## src/rtl/rotary_value_counter_pkg.sv

```systemverilog
// Shared types and constants for the rotary value counter slice.
package rotary_pkg;

  localparam int DEFAULT_WIDTH = 8;

  localparam logic DIR_CW  = 1'b1;
  localparam logic DIR_CCW = 1'b0;

  typedef enum logic [1:0] {
    SLOW   = 2'd0,
    ARMING = 2'd1,
    FAST   = 2'd2
  } accel_state_t;

endpackage

```

## src/rtl/rotary_value_counter_gap_timer.sv

```systemverilog
// Saturating gap timer: counts cycles since the last restart and flags
// whether the next event would arrive inside the fast window.
module rotary_gap_timer #(
  parameter int unsigned WINDOW = 2500000
) (
  input  logic clk,
  input  logic reset,
  input  logic restart,
  input  logic saturate,
  output logic fast,
  output logic expired
);

  localparam int TW = (WINDOW < 2) ? 1 : $clog2(WINDOW + 1);
  localparam logic [TW-1:0] LIMIT = TW'(WINDOW);

  logic [TW-1:0] count_q, count_d;

  always_comb begin
    count_d = count_q;
    if (saturate) begin
      count_d = LIMIT;
    end else if (restart) begin
      count_d = '0;
    end else if (count_q != LIMIT) begin
      count_d = count_q + 1'b1;
    end
  end

  always_ff @(posedge clk) begin
    if (reset) begin
      count_q <= LIMIT;
    end else begin
      count_q <= count_d;
    end
  end

  assign fast    = (count_q != LIMIT);
  assign expired = (count_q == LIMIT);

endmodule

```

## src/rtl/rotary_value_counter.sv

```systemverilog
// Up/down value counter driven by rotary cw/ccw pulses, with wrap or saturate.
// Speed-dependent acceleration is built only when ROTARY_VALUE_ACCEL_EN is defined.
module rotary_value_counter
  import rotary_pkg::*;
#(
  parameter int          WIDTH       = DEFAULT_WIDTH,
  parameter int unsigned INIT        = 0,
  parameter bit          WRAP        = 1'b1,
  parameter int unsigned STEP_FAST   = 4,
  parameter int unsigned FAST_WINDOW = 2500000,
  parameter int unsigned FAST_COUNT  = 3
) (
  input  logic             clk,
  input  logic             reset,
  input  logic             rotary_cw,
  input  logic             rotary_ccw,
  input  logic             clear,
  output logic [WIDTH-1:0] value,
  output logic             changed,
  output logic             last_dir,
  output logic             accel_active
);

  localparam logic [WIDTH-1:0] INIT_V   = WIDTH'(INIT);
  localparam logic [WIDTH:0]   STEP_ONE = (WIDTH+1)'(1);

  logic [WIDTH-1:0] value_q, value_d;
  logic             changed_q, changed_d;
  logic             last_dir_q, last_dir_d;

  // cw and ccw together is not an event at all; clear also swallows any event.
  logic ev_valid, ev_dir, accept;
  assign ev_valid = rotary_cw ^ rotary_ccw;
  assign ev_dir   = rotary_cw ? DIR_CW : DIR_CCW;
  assign accept   = ev_valid & ~clear;

  logic [WIDTH:0]   step, ext, sum, diff;
  logic [WIDTH-1:0] next_val;

`ifdef ROTARY_VALUE_ACCEL_EN
  localparam int SW = (FAST_COUNT < 2) ? 1 : $clog2(FAST_COUNT + 1);
  localparam logic [SW-1:0]  STREAK_ARM = SW'(FAST_COUNT - 1);
  localparam logic [WIDTH:0] STEP_BIG   = (WIDTH+1)'(STEP_FAST);

  accel_state_t  state_q, state_d;
  logic [SW-1:0] streak_q, streak_d;
  logic          accel_q, accel_d;
  logic          ev_fast, gap_expired;
  logic          same_dir;

  rotary_gap_timer #(
    .WINDOW (FAST_WINDOW)
  ) u_gap_timer (
    .clk      (clk),
    .reset    (reset),
    .restart  (accept),
    .saturate (clear),
    .fast     (ev_fast),
    .expired  (gap_expired)
  );

  assign same_dir = (ev_dir == last_dir_q);

  // A reversing event always moves by one, even out of FAST.
  assign step = (state_q == FAST && same_dir) ? STEP_BIG : STEP_ONE;

  always_comb begin
    state_d  = state_q;
    streak_d = streak_q;
    if (clear) begin
      state_d  = SLOW;
      streak_d = '0;
    end else if (accept) begin
      case (state_q)
        SLOW: begin
          state_d  = ARMING;
          streak_d = SW'(1);
        end
        ARMING: begin
          if (!same_dir || !ev_fast) begin
            streak_d = SW'(1);
          end else if (streak_q == STREAK_ARM) begin
            state_d  = FAST;
            streak_d = streak_q + 1'b1;
          end else begin
            streak_d = streak_q + 1'b1;
          end
        end
        FAST: begin
          if (!same_dir || !ev_fast) begin
            state_d  = ARMING;
            streak_d = SW'(1);
          end
        end
        default: begin
          state_d  = SLOW;
          streak_d = '0;
        end
      endcase
    end else if (gap_expired && state_q != SLOW) begin
      state_d  = SLOW;
      streak_d = '0;
    end
    accel_d = (state_d == FAST);
  end

  always_ff @(posedge clk) begin
    if (reset) begin
      state_q  <= SLOW;
      streak_q <= '0;
      accel_q  <= 1'b0;
    end else begin
      state_q  <= state_d;
      streak_q <= streak_d;
      accel_q  <= accel_d;
    end
  end

  assign accel_active = accel_q;
`else
  assign step         = STEP_ONE;
  assign accel_active = 1'b0;
`endif

  // One extra bit carries the overflow/borrow used for saturation.
  always_comb begin
    ext  = {1'b0, value_q};
    sum  = ext + step;
    diff = ext - step;
    if (WRAP) begin
      next_val = ev_dir ? sum[WIDTH-1:0] : diff[WIDTH-1:0];
    end else if (ev_dir) begin
      next_val = sum[WIDTH] ? '1 : sum[WIDTH-1:0];
    end else begin
      next_val = diff[WIDTH] ? '0 : diff[WIDTH-1:0];
    end
  end

  always_comb begin
    value_d    = value_q;
    changed_d  = 1'b0;
    last_dir_d = last_dir_q;
    if (clear) begin
      value_d   = INIT_V;
      changed_d = (value_q != INIT_V);
    end else if (accept) begin
      value_d    = next_val;
      changed_d  = (next_val != value_q);
      last_dir_d = ev_dir;
    end
  end

  always_ff @(posedge clk) begin
    if (reset) begin
      value_q    <= INIT_V;
      changed_q  <= 1'b0;
      last_dir_q <= 1'b0;
    end else begin
      value_q    <= value_d;
      changed_q  <= changed_d;
      last_dir_q <= last_dir_d;
    end
  end

  assign value    = value_q;
  assign changed  = changed_q;
  assign last_dir = last_dir_q;

endmodule
```

## config.mk

```make
export PLATFORM = sky130hd
export DESIGN_NAME = rotary_value_counter
export DESIGN_NICKNAME = d
export VERILOG_FILES = /design/src/rtl/rotary_value_counter_pkg.sv /design/src/rtl/rotary_value_counter_gap_timer.sv /design/src/rtl/rotary_value_counter.sv
export SDC_FILE = /design/constraint.sdc
export NUM_CORES = 1
export LEC_CHECK = 0
export ABC_AREA = 1
export CAP_MARGIN = 20
export CORE_MARGIN = 1
export CORE_UTILIZATION = 35
export CTS_CLUSTER_DIAMETER = 200
export CTS_CLUSTER_SIZE = 30
export DETAILED_ROUTE_END_ITERATION = 8
export SLEW_MARGIN = 20
export SYNTH_ARGS = -nofsm -noshare
export SYNTH_HDL_FRONTEND = slang
export SYNTH_HIERARCHICAL = 1
export SYNTH_SLANG_ARGS = --single-unit
```

## constraint.sdc

```tcl
create_clock -name clk -period 1.7 [get_ports clk]
set_input_delay 0.34 -clock clk [delete_from_list [all_inputs] [get_ports clk]]
set_output_delay 0.34 -clock clk [all_outputs]
set_load 0.02 [all_outputs]
```

After elaboration in Yosys (flattened, before gate mapping)
Cells that the tools add are included.
{ "totals": {"regBits": 10, "latchBits": 0, "mem_bits_ro": 0, "mem_count": 0, "mem_bits_rw": 0, "input_bits": 5, "elab_cells": 16} }
{ "classes": {"div": 0, "n_shift": 0, "addsub": 2, "n_lt_le_gt_ge": 0, "mul": 0, "eq_ne": 1, "bitwise": 3, "n_reduce_logical": 3, "muxes": 4} }
{ "op_table": {"columns": ["op", "n"], "rows": [
  ["adder 8 x 1 -> 8 bit, second input constant", 1],
  ["2-to-1 mux 8 bit", 1],
  ["inequality test 8 bit", 1],
  ["nonzero test 8 bit", 1],
  ["subtractor 8 x 1 -> 8 bit, second input constant", 1],
  ["2-to-1 mux 1 bit", 3],
  ["AND reduction 2 bit", 1],
  ["OR reduction 2 bit", 1],
  ["bitwise AND 1 bit", 1],
  ["inverter 1 bit", 1],
  ["XOR 1 bit", 1]
]} }

Depth between registers and ports, before layout
Gate-level depths: netlist of run 1.
{ "logic_depth": {"ltp_word": 5, "depth_mapped": 10, "ltp_nobuf": 10} }

Worst setup path after synthesis of run 1
Ideal clock, no wire load.
{ "synth_timing": {"kind": "input -> register", "startpoint": "input rotary_cw", "endpoint": "register value_q[7] (netlist: value[7])", "arrival_time_ps": 1452, "slack_ps": 139, "setup_time_ps": 109, "cell_stages": 9, "cell_sequence": "inv_1 ha_1 or2_2 nand3_1 nand2_1 nand2_1 nand3_1 nand2_1 inv_1"} }
{ "synth_via": {"elab_chain_len": 2, "elab_cells_between_ends": 4, "cone_classes": "2 x mux; 2 x bitwise"} }
{ "synth_lines": {"columns": ["element", "line_no", "source"], "rows": [
  ["from (decl)", "rotary_value_counter.sv:15", "input logic rotary_cw,"],
  ["2-to-1 mux 1 bit / XOR 1 bit (equally long branches)", "rotary_value_counter.sv:34, rotary_value_counter.sv:33", null],
  ["2-to-1 mux 8 bit / bitwise AND 1 bit (equally long branches)", "rotary_value_counter.sv:131, rotary_value_counter.sv:35", null],
  ["to (signal assigned)", "rotary_value_counter.sv:159", "value_q <= value_d;"],
  ["to (decl)", "rotary_value_counter.sv:27", "logic [WIDTH-1:0] value_q, value_d;"]
]} }
Parallel ways exist; a longest one is shown, timed or not.
A chain may end at the register's enable or synchronous reset.

Worst setup path after layout of run 1
{ "layout_timing": {"startpoint": "register value_q[5] (netlist: value[5])", "endpoint": "output value[5]"} }
{ "layout_rtl": {"columns": ["element", "line_no", "source"], "rows": [
  ["to (decl)", "rotary_value_counter.sv:18", "output logic [WIDTH-1:0] value,"]
]} }
No word-level cell between the ends.

==> results of run 1 <==
## metrics by stage
step | worst slack (ns) | setup TNS [ns] | instances
after global placement | -0.400 | -2.00 | 165
after CTS | 0.00117 | 0 | 170
after detailed placement | -0.418 | -2.20 | 165
after global routing | 0.000173 | 0 | 170
after floorplan | 0.139 | 0 | 110
final | 0.0603 | 0 | 170
## layout by cell type, fill, tap and decap left out, types with 2 or more instances in the layout
cell type / instances
inv_1: 15
dlymetal6s2s_1: 3
buf_4: 17
dfxtp_1: 10
a21oi_1: 5
ha_1: 5
a211oi_2: 2
clkdlybuf4s50_1: 9
o21ai_0: 3
nor2_1: 19
nand3b_1: 3
nand3_1: 8
clkbuf_4: 3
nand2_1: 24
dlygate4sd2_1: 2
## Yosys cell counts, drive strengths merged
cell type and instances:
o21ai 3, buf 2, conb 1, a211oi 2
a21oi 5, ha 6, nand3 9, dfxtp 10
nand2 24, xor2 1, nor2 20, xnor2 1
fa 1, nor3 1, or2 2, o211ai 2
nand3b 3, nand4 1, inv 16
## registers in the layout, indices dropped and copies added (netlist names)
name,flops
changed,1
value,8
last_dir,1
## per-layer routing
| metal | global-route usage | up-vias | routed length [um] |
|---|---|---|---|
| li1 | - | 422 | - |
| met1 | 0.198 | 346 | 796 |
| met2 | 0.268 | 13 | 766 |
| met3 | 0.0503 | 2 | 52 |
| met4 | 0.0735 | 0 | 13 |
| met5 | 0 | - | 0 |
## what timing repair did
| action | CTS | global route |
|---|---|---|
| resized for setup | 7 | 3 |
| gates cloned | 0 | 0 |
| buffers inserted | 1 | 0 |
| setup endpoints to repair | 5 | 3 |
## cells by family after synthesis
family          after synthesis  share of synthesized area
compound gates               12                      0.113
xor+xnor                      2                     0.0233
fa+ha+maj                     7                      0.127
buf+inv                      18                      0.105
flops                        10                      0.267
other cells                   1                    0.00500
simple gates                 60                      0.360
## cell type report
cell class	instances	share of cell area
Timing Repair Buffer	31	0.249
Sequential cell	10	0.182
Clock buffer	4	0.0331
Inverter	16	0.0570
Tap cell	27	0.0308
Multi-Input combinational cell	82	0.448
## where the power goes
part	internal, mW	switching (mW)	leakage, nW
logic	0.110	0.114	0.501
registers	0.248	0.0136	0.0820
clock network	0.130	0.0914	0.0210
total	0.488	0.219	0.604
## worst max-delay path by stage
stage / startpoint / to / slack, ns
detailed placement: rotary_cw / value[7] / -0.42
global route: value[5] / value[5] / 0.0002
global placement: rotary_cw / value[7] / -0.40
floorplan: rotary_cw / value[7] / 0.14
finish: value[5] / value[5] / 0.06
CTS: value[0] / value[0] / 0.001
==> flow_summary.ini, run 1 <==
[run_status]
status = complete, no violations

[worst_setup_path]
worstSetupEndpointType = output pin
worst_r2r_startpoint = value[0]
r2r_slack_ns = 0.25
worst-path-stages = 1
worstPathArrival_ns = 1.30
critical_path.top_delay_family = buffers and inverters
largest_fanout_on_the_critical_path = 4
critPathBufInv = 1
crit_chain = clkdlybuf4s50_1
reg2reg_to = value[6]
critical_path.slowest_cell = clkdlybuf4s50_1
crit_path_max_incr_delay_ns = 0.63
required_ns = 1.36
critical_path.startpoint_type = flop
rr_worst_depth = 7
timing_worst_setup_path_type = flop to output pin

[synthesis]
synth_top_cell_area_share = 0.267
synthesis.area_per_instance_um2 = 6.82
synth_area_leader_cell = dfxtp_1
ys_seq_area_frac = 0.267
synthCells = 110
synth_area_um2 = 751
synth_cell_types = 22
syn-num-nets = 122
yosys_warnings = 6
synth.ff_latch_count = 10
ys_top_cells_by_area = dfxtp_1, nand2_1, ha_1

[worst_hold_path]
min_path_cells = 2
min_path_type = flop to flop
hold_path_end = last_dir
min-delay-start = last_dir

[sta]
fin_worst_hold_slack_ns = 0.535
finalSetupViolCount = 0
layout_min_cycle_time_ns = 1.64
fmaxAchievable_mhz = 610
timing_hold_violations_final = 0
clock-skew-final_ns = 0.0115
slew_violations = 0
timing.final.crit_share = 0.965
rsz_0062_raised_after_global_routing = no

[cells_and_area]
finalCoreUtilization = 0.554
nets = 156
area_added_between_synthesis_and_finish_pct = 46.2
post-route-cell-area_um2 = 1100
antennaDiodeCount = 0
fillCellCount = 177
drive_gt1_frac = 0.217
ff_latch_area_um2 = 200
multiInputGateArea_um2 = 492

[clock_network]
clock_tree.htree_level_count = 1
clk-insertion-delay-late_ns = 0.27
clock_tree_from_tritoncts = built
cts_hold_buf = 0
numClockSinks = 10
cts.path.max_buffers = 2
tritoncts.num_buffers = 3
cts_root_buffer = clkbuf_4
cts.reportedPaths.clkPinSlew_ns = 0.08

[die]
dieHeight_um = 48.3
ioPinCount = 16
die_x_um = 48.3
fp.dieArea_um2 = 2330
start_util = 0.379
floorplan.rows = 16
core_um2 = 1980

[drt]
drc_errors = 0
drt_wl_total_um = 1630
detailedRoute.firstPassIterationCount = 4
detail-route-antenna-nets = 0
route.detailed.vias_per_inst = 4.61
starting_drt_drc_count = 12
num_vias = 783
routedWlPerCell_um = 9.58

[power_and_ir_drop]
design_power_total_mw = 0.707
power-per-cell-area_nw_per_um2 = 644
ir_worst_vdd_mv = 0.386
power.static_leakage_nw = 0.604

[global_routing]
antenna_found_initial = 0
grt_first_pass_wirelength_um = 2900
grt_start_max_net_pins = 10
groute.usage.overall = 0.164
grt_overflow = 0
first_global_vias = 699

[placed_design]
post_dp_cell_area_um2 = 1030
dpl.hpwl_um = 1320
routabilityCongestion = 0.747
numPortBuffers = 14

[job]
timing.max_cap.violations = 0
Power figures use the tool's default switching activity.
==> run 2, diff against run 1 <==
--- a/config.mk
+++ b/config.mk
@@ -12,6 +12,7 @@
 export CTS_CLUSTER_DIAMETER = 200
 export CTS_CLUSTER_SIZE = 30
 export DETAILED_ROUTE_END_ITERATION = 8
+export RECOVER_POWER = 50
 export SLEW_MARGIN = 20
 export SYNTH_ARGS = -nofsm -noshare
 export SYNTH_HDL_FRONTEND = slang
==> run 2 against run 1 <==
- clock skew increased by 0.0012 ns
- register-to-register slack about the same
- sequential share of layout area up 0.49 points
- critical path type unchanged
- first-iteration DRC count up 8.3%
==> flow_summary.ini, run 2 (same netlist as run 1, synthesis figures left out) <==
[global_routing]
grt_overflow = 0
grt_start_max_net_pins = 10
grt_first_pass_wirelength_um = 2900
groute.usage.overall = 0.164
antenna_found_initial = 0
first_global_vias = 699

[power_and_ir_drop]
power-per-cell-area_nw_per_um2 = 658
ir_worst_vdd_mv = 0.389
power.static_leakage_nw = 0.544

[clock_network]
cts.reportedPaths.clkPinSlew_ns = 0.08
cts.path.max_buffers = 2
cts_root_buffer = clkbuf_4
clk-insertion-delay-late_ns = 0.27
clock_tree.htree_level_count = 1
cts_hold_buf = 0
clock_tree_from_tritoncts = built
numClockSinks = 10
tritoncts.num_buffers = 3

[sta]
clock-skew-final_ns = 0.0128
fmaxAchievable_mhz = 609
worst_slack_ns = 0.0586
finalSetupViolCount = 0
rsz_0062_raised_after_global_routing = no
slew_violations = 0
timing_hold_violations_final = 0
layout_min_cycle_time_ns = 1.64
timing.final.crit_share = 0.966
fin_setup_tns_ns = 0

[cells_and_area]
drive_gt1_frac = 0.217
finalCoreUtilization = 0.539
antennaDiodeCount = 0
layout_common_cells = nand2_1, nor2_1, inv_1, buf_4, dfxtp_1
area_added_between_synthesis_and_finish_pct = 42.3
nets = 156
stdcell_count = 170
post-route-cell-area_um2 = 1070
leading_cell_type_in_the_layout_fill_and_taps_excluded = nand2_1
largest_register_ff_count = 8
fillCellCount = 182

[placed_design]
post_dp_cell_area_um2 = 1030
routabilityCongestion = 0.747
placed_cells_incl_taps = 165
post-place-ws_ns = -0.418
dpl.hpwl_um = 1320
numPortBuffers = 14

[job]
timing.max_cap.violations = 0

[worst_setup_path]
rr_worst_depth = 7
worst-path-stages = 1
critical_path.startpoint_type = flop
critical_path.top_delay_family = buffers and inverters
required_ns = 1.36
largest_fanout_on_the_critical_path = 4
critical_path.slowest_cell = clkdlybuf4s50_1
worstSetupEndpointType = output pin
critPathBufInv = 1
crit_chain = clkdlybuf4s50_1
timing_worst_setup_path_type = flop to output pin
crit_path_max_incr_delay_ns = 0.63
worst_r2r_startpoint = value[0]
startpoint = value[5]
worstPathArrival_ns = 1.30

[worst_hold_path]
min-delay-start = last_dir
min_path_type = flop to flop
min_path_cells = 2

[die]
floorplan.rows = 16
core_um2 = 1980
dieHeight_um = 48.3
start_util = 0.379
ioPinCount = 16
fp.dieArea_um2 = 2330
die_x_um = 48.3

[drt]
drt_wl_total_um = 1630
routedWlPerCell_um = 9.58
detailedRoute.firstPassIterationCount = 4
drc_errors = 0
detail-route-antenna-nets = 0
num_vias = 789
starting_drt_drc_count = 13
route.detailed.vias_per_inst = 4.64

[run_status]
status = complete, no violations
[run 2: cell count changes in the layout (fill, tap and decap cells not counted), sizes merged]
cell / previous run / this run
dlygate4sd3: 0 / 1
buf: 17 / 15
clkdlybuf4s50: 9 / 8
clkbuf: 4 / 9
dlymetal6s2s: 3 / 0
[run 2: worst paths after layout]
check	end	slack (ns)
min	last_dir	0.53
max reg2reg	value[6]	0.25
max	value[5]	0.06
min reg2reg	last_dir	0.53
[run 2: where the power goes]
group	internal, mW	leakage, nW	switching (mW)
sequential	0.248	0.0820	0.0138
combinational	0.106	0.441	0.114
clock	0.130	0.0210	0.0925
total	0.483	0.544	0.220
[run 2: timing repair]
action	4_1_cts	5_1_grt
setup buffers	1	0
endpoints found under the setup margin	5	3
cloned	0	0
resized for setup	7	3
[run 2: layer usage]
| metal | vias up | GRT usage | routed length [um] |
|---|---|---|---|
| li1 | 423 | - | - |
| met4 | 0 | 0.0735 | 13 |
| met3 | 2 | 0.0503 | 53 |
| met1 | 349 | 0.198 | 793 |
| met2 | 15 | 0.268 | 768 |
| met5 | - | 0 | 0 |
[run 2: layout make-up]
class / count / area (um2) / area share
Clock buffer: 4 / 36.3 / 0.0340
Inverter: 16 / 62.6 / 0.0585
Multi-Input combinational cell: 82 / 492 / 0.460
Sequential cell: 10 / 200 / 0.187
Tap cell: 27 / 33.8 / 0.0316
Timing Repair Buffer: 31 / 244 / 0.228
[run 2: per-stage QoR]
stage / hold slack, ns / total power, mW
after floorplan: 0.409 / 0.395
after global placement: 0.508 / 0.484
after detailed placement: 0.524 / 0.486
after CTS: 0.538 / 0.716
after global routing: 0.564 / 0.761
final: 0.530 / 0.703
